===== src/rtl/cpu_dbg_pkg.sv =====
// Shared debug-controller types: FSM state encodings and the run divider default.
package cpu_dbg_pkg;

  typedef enum logic [1:0] {
    ST_HALT  = 2'b00,
    ST_STEP  = 2'b01,
    ST_RUN   = 2'b10,
    ST_BREAK = 2'b11
  } dbg_state_e;

  localparam int unsigned RUN_DIV_DEF = 4;

  function automatic logic is_halted(dbg_state_e s);
    return (s == ST_HALT) || (s == ST_BREAK);
  endfunction

endpackage


===== src/rtl/rise_edge_detect.sv =====
// Single-cycle rise detector; the delayed copy clears in reset so a level
// held through reset still counts as a rise on the first edge after release.
module rise_edge_detect (
  input  logic clk,
  input  logic rst_n,
  input  logic in,
  output logic rise
);

  logic in_q;

  always_ff @(posedge clk or negedge rst_n) begin
    if (!rst_n) begin
      in_q <= 1'b0;
    end else begin
      in_q <= in;
    end
  end

  assign rise = in & ~in_q;

endmodule


===== src/rtl/cpu_step_ctrl.sv =====
// Step/run/breakpoint clock-enable controller for a teaching CPU.
// cpu_en is the sole gate on PC and register-file writes.
module cpu_step_ctrl
  import cpu_dbg_pkg::*;
#(
  parameter int unsigned RUN_DIV = RUN_DIV_DEF
) (
  input  logic        clk,
  input  logic        rst_n,
  input  logic        btn,
  input  logic        run_sw,
  input  logic        bp_en,
  input  logic [31:0] bp_addr,
  input  logic [31:0] pc_now,
  output logic        cpu_en,
  output logic [1:0]  state,
  output logic        halted,
  output logic [31:0] cycle_count
);

  localparam logic [7:0] DIV_TC = 8'(RUN_DIV - 1);

  dbg_state_e  state_q, state_d;
  logic [7:0]  div_q, div_d;
  logic        en_q, en_d;
  logic        halted_q;
  logic [31:0] cnt_q;
  logic        rise;
  logic        tc;
  logic        bp_hit;

  rise_edge_detect u_rise (
    .clk   (clk),
    .rst_n (rst_n),
    .in    (btn),
    .rise  (rise)
  );

  assign tc     = (div_q == DIV_TC);
  assign bp_hit = bp_en && (pc_now == bp_addr);

  always_comb begin
    state_d = state_q;
    div_d   = div_q;
    en_d    = 1'b0;
    unique case (state_q)
      ST_HALT: begin
        if (rise) begin
          div_d = 8'd0;
          if (run_sw) begin
            state_d = ST_RUN;
          end else begin
            state_d = ST_STEP;
            en_d    = 1'b1;
          end
        end
      end
      ST_STEP: begin
        state_d = ST_HALT;
      end
      ST_RUN: begin
        // Stop requests outrank the breakpoint, which outranks the pulse.
        if (!run_sw || rise) begin
          state_d = ST_HALT;
        end else if (tc && bp_hit) begin
          state_d = ST_BREAK;
        end else if (tc) begin
          en_d  = 1'b1;
          div_d = 8'd0;
        end else begin
          div_d = div_q + 8'd1;
        end
      end
      ST_BREAK: begin
        if (rise) begin
          en_d    = 1'b1;
          div_d   = 8'd0;
          state_d = run_sw ? ST_RUN : ST_STEP;
        end
      end
      default: begin
        state_d = ST_HALT;
      end
    endcase
  end

  always_ff @(posedge clk or negedge rst_n) begin
    if (!rst_n) begin
      state_q  <= ST_HALT;
      div_q    <= 8'd0;
      en_q     <= 1'b0;
      halted_q <= 1'b1;
      cnt_q    <= 32'd0;
    end else begin
      state_q  <= state_d;
      div_q    <= div_d;
      en_q     <= en_d;
      halted_q <= is_halted(state_d);
      if (en_q) begin
        cnt_q <= cnt_q + 32'd1;
      end
    end
  end

  assign cpu_en      = en_q;
  assign state       = state_q;
  assign halted      = halted_q;
  assign cycle_count = cnt_q;

endmodule


===== config.mk =====
export PLATFORM = sky130hd
export DESIGN_NAME = cpu_step_ctrl
export DESIGN_NICKNAME = d
export VERILOG_FILES = /design/src/rtl/cpu_dbg_pkg.sv /design/src/rtl/rise_edge_detect.sv /design/src/rtl/cpu_step_ctrl.sv
export SDC_FILE = /design/constraint.sdc
export NUM_CORES = 1
export LEC_CHECK = 0
export ABC_AREA = 1
export CAP_MARGIN = 10
export CORE_UTILIZATION = 49
export CTS_CLUSTER_DIAMETER = 100
export DETAILED_ROUTE_END_ITERATION = 16
export PLACE_DENSITY_LB_ADDON = 0.12
export SYNTH_ARGS = -nofsm -noshare
export SYNTH_HDL_FRONTEND = slang
export SYNTH_SLANG_ARGS = --single-unit
export TNS_END_PERCENT = 10

===== constraint.sdc =====
create_clock -name clk -period 5.1 [get_ports clk]
set_input_delay 0.765 -clock clk [delete_from_list [all_inputs] [get_ports clk]]
set_output_delay 0.765 -clock clk [all_outputs]
set_load 0.01 [all_outputs]

* Word-level counts from Yosys, hierarchy flattened
Cells that the tools add are included.
** Cells by class
- $add $sub $neg :: 2
- Equal/unequal tests :: 9
- Multiplexer cells :: 17
- Bitwise operators :: 2
- Reduce and logical (&&, ||, !) cells :: 10
** Operators with widths (count)
- 32-bit by 1-bit adder with 32-bit output (second input constant) :: 1
- 32-bit equality test :: 1
- 8-bit 2-to-1 mux :: 4
- 8-bit case mux with 2 select lines :: 1
- 8-bit by 1-bit adder with 8-bit output (second input constant) :: 1
- 8-bit by 2-bit equality test with 1-bit output (second input constant) :: 1
- 2-bit 2-to-1 mux :: 4
- 2-bit equality test (second input constant) :: 3
- 1-bit 2-to-1 mux :: 6
- 2-bit case mux with 3 select lines :: 1
- 2-bit zero test :: 2
- 2-bit != test (second input constant) :: 2
- 4-bit AND reduction :: 1
- 1-bit case mux with 3 select lines :: 1
- 2-bit by 1-bit equality test with 1-bit output (second input constant) :: 1
- 1-bit logical AND :: 2
- 1-bit logical OR :: 2
- 2-bit by 1-bit != test with 1-bit output (second input constant) :: 1
- 2-bit nonzero test :: 1
- 2-bit OR reduction :: 1
- 1-bit AND :: 1
- 1-bit zero test :: 1
- 1-bit inverter :: 1
** Storage, ports and cells
- Register bits :: 45
- Bits of input ports :: 69
- Output and inout bits :: 36
- Word-level logic and storage cells :: 46

* Logic depth before layout (Yosys ltp)
Gate-level depths: netlist of run 1.
- Depth in word-level cells :: 8
- Mapped depth :: 15
- Mapped depth without buffers :: 15

* Modules after synthesis
A second synthesis of run 1 with hierarchy kept.
** Unflattened totals
- Cell total of the unflattened synthesis :: 468
- Area, all modules :: 3218.1 sq um
** By module, submodules not included
- cpu_step_ctrl :: instances 1, cells an instance 465, area each 3183.1 sq um, sequential area each 1102.3 sq um
- rise_edge_detect :: instances 1, cells an instance 3, area each 35.0 sq um, sequential area each 25.0 sq um

* Least setup slack after synthesis of run 1
No wires, ideal clock.
- Path kind :: input-to-reg
- Start point :: input pc_now[27]
- End point :: register div_q[6]
- Library setup time :: 0.121 ns
- Data arrival time :: 1.799 ns
- Required time :: 4.979 ns
- Setup slack :: 3.180 ns
- Stages on the path :: 13
- Buffers on the path :: 1
- Cell sequence :: inv_1 or2_2 nand3_1 nor2_1 nand2_1 nor2_1 nand3_1 nand2_1 nand2_2 nand2_2 buf_6 nand2_1 o21ai_1
** Between the ends
- Longest elaborated chain between the ends :: 5
** Ends and longest elaborated chain
- start: declaration :: RTL line cpu_step_ctrl.sv:14 : input logic [31:0] pc_now,
- 32-bit equality test :: RTL line cpu_step_ctrl.sv:40 : assign bp_hit = bp_en && (pc_now == bp_addr);
- 1-bit logical AND :: RTL line cpu_step_ctrl.sv:40
- 1-bit logical AND :: RTL line cpu_step_ctrl.sv:65 : end else if (tc && bp_hit) begin
- 2-bit != test (no line)
- 4-bit AND reduction (no line)
- end signal: assignment :: RTL line cpu_step_ctrl.sv:96 : div_q <= div_d;
- end: declaration :: RTL line cpu_step_ctrl.sv:24 : logic [7:0] div_q, div_d;
No other way between the ends.
A chain may end at the register's enable or synchronous reset.

* Worst setup path after layout of run 1
- Start point :: input bp_addr[23]
- End point :: register div_q[0]
** Between the ends
- Longest elaborated chain between the ends :: 5
** Ends and longest elaborated chain
- start: declaration :: RTL line cpu_step_ctrl.sv:13 : input logic [31:0] bp_addr,
- 32-bit equality test :: RTL line cpu_step_ctrl.sv:40
- 1-bit logical AND :: RTL line cpu_step_ctrl.sv:40
- 1-bit logical AND :: RTL line cpu_step_ctrl.sv:65
- 2-bit != test (no line)
- 4-bit AND reduction (no line)
No other way between the ends.

==> results.toml, run 1 <==
[sta]
setup_viol = 0
fmax_mhz = 421
maxSlewViolCount = 0
fin_ws_ns = 2.73
relSlewSlack = 0.347
fin_crit_ns = 2.37
finClkSkew_ns = 0.00849
hold_viol_final = 0
worstMarginPinSlew_ns = 0.979
rsz0062_at_grt = "no"
post-route-period-util = 0.466
fin_setup_tns_ns = 0

[layout]
area_growth_pct = 40.2
final-seq-area_mm2 = 0.00113
stdcell_count = 588
layout-drive-gt1-share = 0.0858
postLayoutCellArea_mm2 = 0.00418
fillers = 515
multi_input_area_mm2 = 0.00158
nets = 587
num_antenna_cells = 0

[clocking]
cts_tree = "built"
h-tree-depth = 2
clk_latency_ns = 0.29
clk_pin_slew_ns = 0.07
cts-root-buf = "clkbuf_8"
postCtsSetupBuffers = 0
cts_max_path_buffers = 2
cts_hold_buf = 0
cts_buffers = 5
cts.repair.resized = 0
numClockSinks = 45

[critical_path]
cpPeakStageDelay_ns = 0.48
critical_path_buf_inv_count = 2
cp_top_family = "simple AND/OR/NAND/NOR gates"
required_ns = 5.31
critPathMostFrequentCell = "nand2_1"
worstSetupEndpointType = "flop"
critPathSlowestCell = "clkdlybuf4s50_1"
path_max_fanout = 14
critPathArrivalTime_ns = 2.59
crit_path_start_kind = "input port"
crit_chain = "clkdlybuf4s50_1, inv_1, nand2_1, nand2_1, nor2_1, nand2_1, nor2_1, nand2_1, nor2_1, nand3_1, nand2_1, nand2_2, nand2_2, nand2_1, o21ai_1"
worst-setup-path-type = "input port to flop"

[synthesis]
avgSynthCellArea_um2 = 7.42
syn-num-nets = 477
synth_enable_flop_cells = 0
synth_cells = 402
synthesis.area_mm2 = 0.00298
ys_seq_area_frac = 0.378
synth_seq_cells = 45
ys_warn_count = 0
async_flop_share = 1.00
synth_ff_type = "dfrtp_1"
synth_cell_types = 33

[global_routing]
grt_antenna_before_repair = 0
grt_pass1_wl_um = 11000
track_usage = 0.223
grt_max_degree = 46
grt_pass1_vias = 2673
grt_overflow = 0

[power_and_ir_drop]
p_leak_nw = 2.16
power_density_mw_per_mm2 = 236
vdd_ir_drop_max_mv = 0.245
power_mw = 0.989

[placement]
dpl.cell_count = 580
place_congestion = 0.874
hpwl_um = 5450
place_ws_ns = 2.40
io_buffers = 104
place_area_mm2 = 0.00410

[hold_path]
hold_class = "flop to flop"

[route]
avgViaCountPerCell = 4.70
wl_per_cell_um = 11.1
routed_wl_um = 6520
vias = 2761
drc = 0
ant_nets = 0
initialDrtViolationCount = 104
drtPass1Iterations = 4

[die]
initial_utilization = 0.507
rows = 28
pin_count = 105
die-area_mm2 = 0.00640
core_mm2 = 0.00589
die_x_um = 80.0
die_y_um = 80.0

[outcome]
status = "finished clean"

[run]
cap_violations = 0
-- area by class of cell --
type,count,area share
multi-input cells,285,0.377
flip-flops and latches,45,0.270
repair buffers,104,0.248
inverters,71,0.0637
well taps,75,0.0224
clock buffers,7,0.0182
clock inverters,1,0.00120
-- layer usage --
metal,global-route usage,routed length (um),up-vias
met2,0.415,3380,70
met3,0.0503,260,18
met4,0.0786,190,0
met5,0,0,-
li1,-,-,1435
met1,0.245,2690,1238
-- sequential cells by signal (all words and copies together) (netlist names) --
signal	count
cpu_en	1
cycle_count	32
halted	1
div_q	8
state	2
u_rise.in_q	1
-- power by group --
group / total (mW) / internal, mW / switching (mW)
clock: 0.209 / 0.0962 / 0.113
sequential: 0.440 / 0.395 / 0.0448
combinational: 0.340 / 0.169 / 0.171
-- through the flow --
stage               utilization  hold slack, ns
floorplan                     -           0.469
global placement          0.697           0.456
detailed placement        0.697           0.471
CTS                       0.711           0.483
global route              0.711           0.494
finish                    0.711           0.476
-- cells by family after synthesis --
logic type               share of synthesized area
AND/OR/NAND/NOR                              0.352
buffers and inverters                       0.0931
flip-flops                                   0.378
XOR/XNOR                                     0.120
AO/OA/AOI/OAI                               0.0273
adder cells (fa/ha/maj)                     0.0252
multiplexers                               0.00377
-- synthesized netlist by cell type (all sizes together) (6+ instances only) --
| library cell | n | share of area |
|---|---|---|
| dfrtp | 44 | 0.37 |
| ha | 6 | 0.025 |
| inv | 71 | 0.089 |
| nand2 | 122 | 0.16 |
| nand3 | 15 | 0.027 |
| nand4 | 10 | 0.032 |
| nor2 | 52 | 0.076 |
| nor3 | 9 | 0.028 |
| o21ai | 11 | 0.018 |
| or2 | 12 | 0.025 |
| xnor2 | 15 | 0.044 |
| xor2 | 26 | 0.076 |
-- worst paths after layout --
check	start	end	slack [ns]	cells past startpoint
max	bp_addr[23]	div_q[0]	2.73	15
min	cycle_count[31]	cycle_count[31]	0.48	1
max reg2reg	div_q[0]	div_q[0]	3.08	11
min reg2reg	cycle_count[31]	cycle_count[31]	0.48	1
max in group asynchronous	rst_n	div_q[4]	3.86	1
min in group asynchronous	rst_n	cycle_count[8]	0.63	1
-- cell usage in the layout (no fill, tap or decap) --
cell	count
nand3_2	1
nand2_4	1
clkdlybuf4s50_1	103
nand2_1	116
xor2_1	26
o21ai_0	5
nor3_1	5
nor4_1	1
xnor2_1	15
ha_1	6
clkbuf_8	5
o22ai_1	1
clkbuf_1	2
nor3_2	1
o21ai_1	6
o211ai_1	1
dfstp_2	1
nor2_4	2
nand2_2	5
and3_1	1
clkinv_2	1
inv_2	2
or2_1	2
mux2_2	1
nor3_4	3
a21boi_1	1
nand4_4	1
nand3_1	14
a21oi_1	1
nand4_1	6
nor2_1	44
buf_2	1
dfrtp_1	44
nand4_2	3
nor2_2	6
inv_1	69
or2_2	10
No activity file was read; power rests on OpenSTA's default activity.
==> inputs of run 2 (changes only) <==
CORE_UTILIZATION = 41   (was 49)
clock period = 2.03 ns   (was 5.1 ns; I/O delays follow)
==> run 2 against run 1 <==
Clock power rose to 2.7 times the previous value. Critical path depth fell by 9. Core utilization fell by 9.3 points. Register-to-register slack got worse by 2.9 ns. Hold slack got worse by 0.0050 ns. Sequential power rose by 150%. Clock skew rose by 0.0017 ns. Critical path type is now flop to flop. Critical endpoint unchanged. Largest cell class unchanged. Largest power group unchanged.
==> results.toml, run 2 (synthesis results as in run 1) <==
[outcome]
status = "finished clean"

[clocking]
cts_max_path_buffers = 2
cts_tree = "built"
clk_latency_ns = 0.30
numClockSinks = 45
h-tree-depth = 2
cts_buffers = 5
cts-root-buf = "clkbuf_8"
clk_pin_slew_ns = 0.09
postCtsSetupBuffers = 0

[die]
initial_utilization = 0.432
die-area_mm2 = 0.00762
pin_count = 105
die_x_um = 87.3
die_y_um = 87.3
core_mm2 = 0.00691
rows = 30

[placement]
dpl.cell_count = 605
place_congestion = 0.814
io_buffers = 104
hpwl_um = 5440

[critical_path]
r2r_end = "div_q[0]"
worst-setup-path-type = "flop to flop"
crit_path_start_kind = "flop"
cp_top_family = "simple AND/OR/NAND/NOR gates"
required_ns = 2.26
critPathSlowestCell = "dfrtp_1"
reg2reg_from = "state[1]"
critPathArrivalTime_ns = 2.06
cpPeakStageDelay_ns = 0.43
reg2reg_depth = 6
worstSetupEndpointType = "flop"
critical_path_buf_inv_count = 2
crit_start = "state[1]"
ff2ff_setup_slack_ns = 0.20
path_max_fanout = 9
crit_chain = "inv_1, ha_1, inv_1, or2_2, or2_2, o21ai_1"

[sta]
fin_crit_ns = 1.83
fin_setup_tns_ns = 0
relSlewSlack = 0.641
finClkSkew_ns = 0.0102
post-route-period-util = 0.903
hold_slack_ns = 0.471
setup_viol = 0
maxSlewViolCount = 0
rsz0062_at_grt = "no"
worstMarginPinSlew_ns = 0.539
fmax_mhz = 545
hold_viol_final = 0

[layout]
num_antenna_cells = 0
final_cell_mix = "nand2_1 (116), clkdlybuf4s50_1 (103), inv_1 (69)"
area_growth_pct = 43.0
nets = 592
stdcell_count = 614
largest_reg_flops = 32
final_common_cell = "nand2_1"
layout-drive-gt1-share = 0.0965

[power_and_ir_drop]
power_density_mw_per_mm2 = 596
vdd_ir_drop_max_mv = 0.594
p_leak_nw = 2.19

[route]
drc = 0
avgViaCountPerCell = 4.44
wl_met1_um = 2750
drtPass1Iterations = 4
initialDrtViolationCount = 93
wl_met3_um = 210
route.met2.wl_um = 3230
vias = 2728
ant_nets = 0
wl_per_cell_um = 10.3
routed_wl_um = 6350
dr.max_layer_used = "met4"

[global_routing]
grt_antenna_before_repair = 0
track_usage = 0.185
grt_pass1_vias = 2659
grt_max_degree = 25
grt_overflow = 0
grt_pass1_wl_um = 11100

[hold_path]
hold_start = "btn"
holdPathStages = 1
hold_end = "u_rise.in_q"
hold_class = "input port to flop"

[run]
cap_violations = 0
[run 2: cell types whose count changed in the layout (fill, tap and decap cells not counted), sizes merged]
cell         change
buf              +4
clkbuf           -2
inv              +1
dlygate4sd3      +1
clkinvlp         +1
[run 2: repair_timing]
item | CTS | global route
hold buffers | 1 | 0
setup endpoints to repair | 0 | 8
endpoints found under the hold margin | 3 | 0
gates resized for setup | 0 | 2
[run 2: area by class of cell]
class / instances / area (um2)
fillers: 661 / 2640
multi-input cells: 285 / 1580
flip-flops and latches: 45 / 1130
repair buffers: 109 / 1080
inverters: 71 / 267
well taps: 96 / 120
clock buffers: 5 / 68.8
clock inverters: 3 / 25.0
[run 2: per-stage QoR]
step	util	setup slack, ns	area (um2)	total power, mW
finish	0.618	0.196	4270	2.54
floorplan	-	0.332	2980	1.57
global placement	0.602	-0.0920	4160	1.96
CTS	0.617	0.145	4260	2.55
detailed placement	0.602	-0.142	4160	1.98
global route	0.618	0.0154	4270	2.73
[run 2: report_power, final]
part	total [mW]	internal [mW]	switching, mW
combinational	0.879	0.435	0.444
sequential	1.09	0.992	0.0994
clock	0.573	0.249	0.324
total	2.54	1.68	0.868
[run 2: per-layer routing]
| metal | global-route usage | vias up |
|---|---|---|
| li1 | - | 1451 |
| met1 | 0.209 | 1204 |
| met2 | 0.344 | 58 |
| met3 | 0.0351 | 15 |
| met4 | 0.0641 | 0 |
| met5 | 0 | - |
[run 2: worst max path at each step]
stage,to,slack (ns),cells past startpoint
floorplan,cycle_count[28],0.33,9
finish,div_q[0],0.20,6
detailed placement,div_q[0],-0.14,13
global placement,div_q[6],-0.09,15
global route,div_q[5],0.02,12
CTS,div_q[5],0.14,7
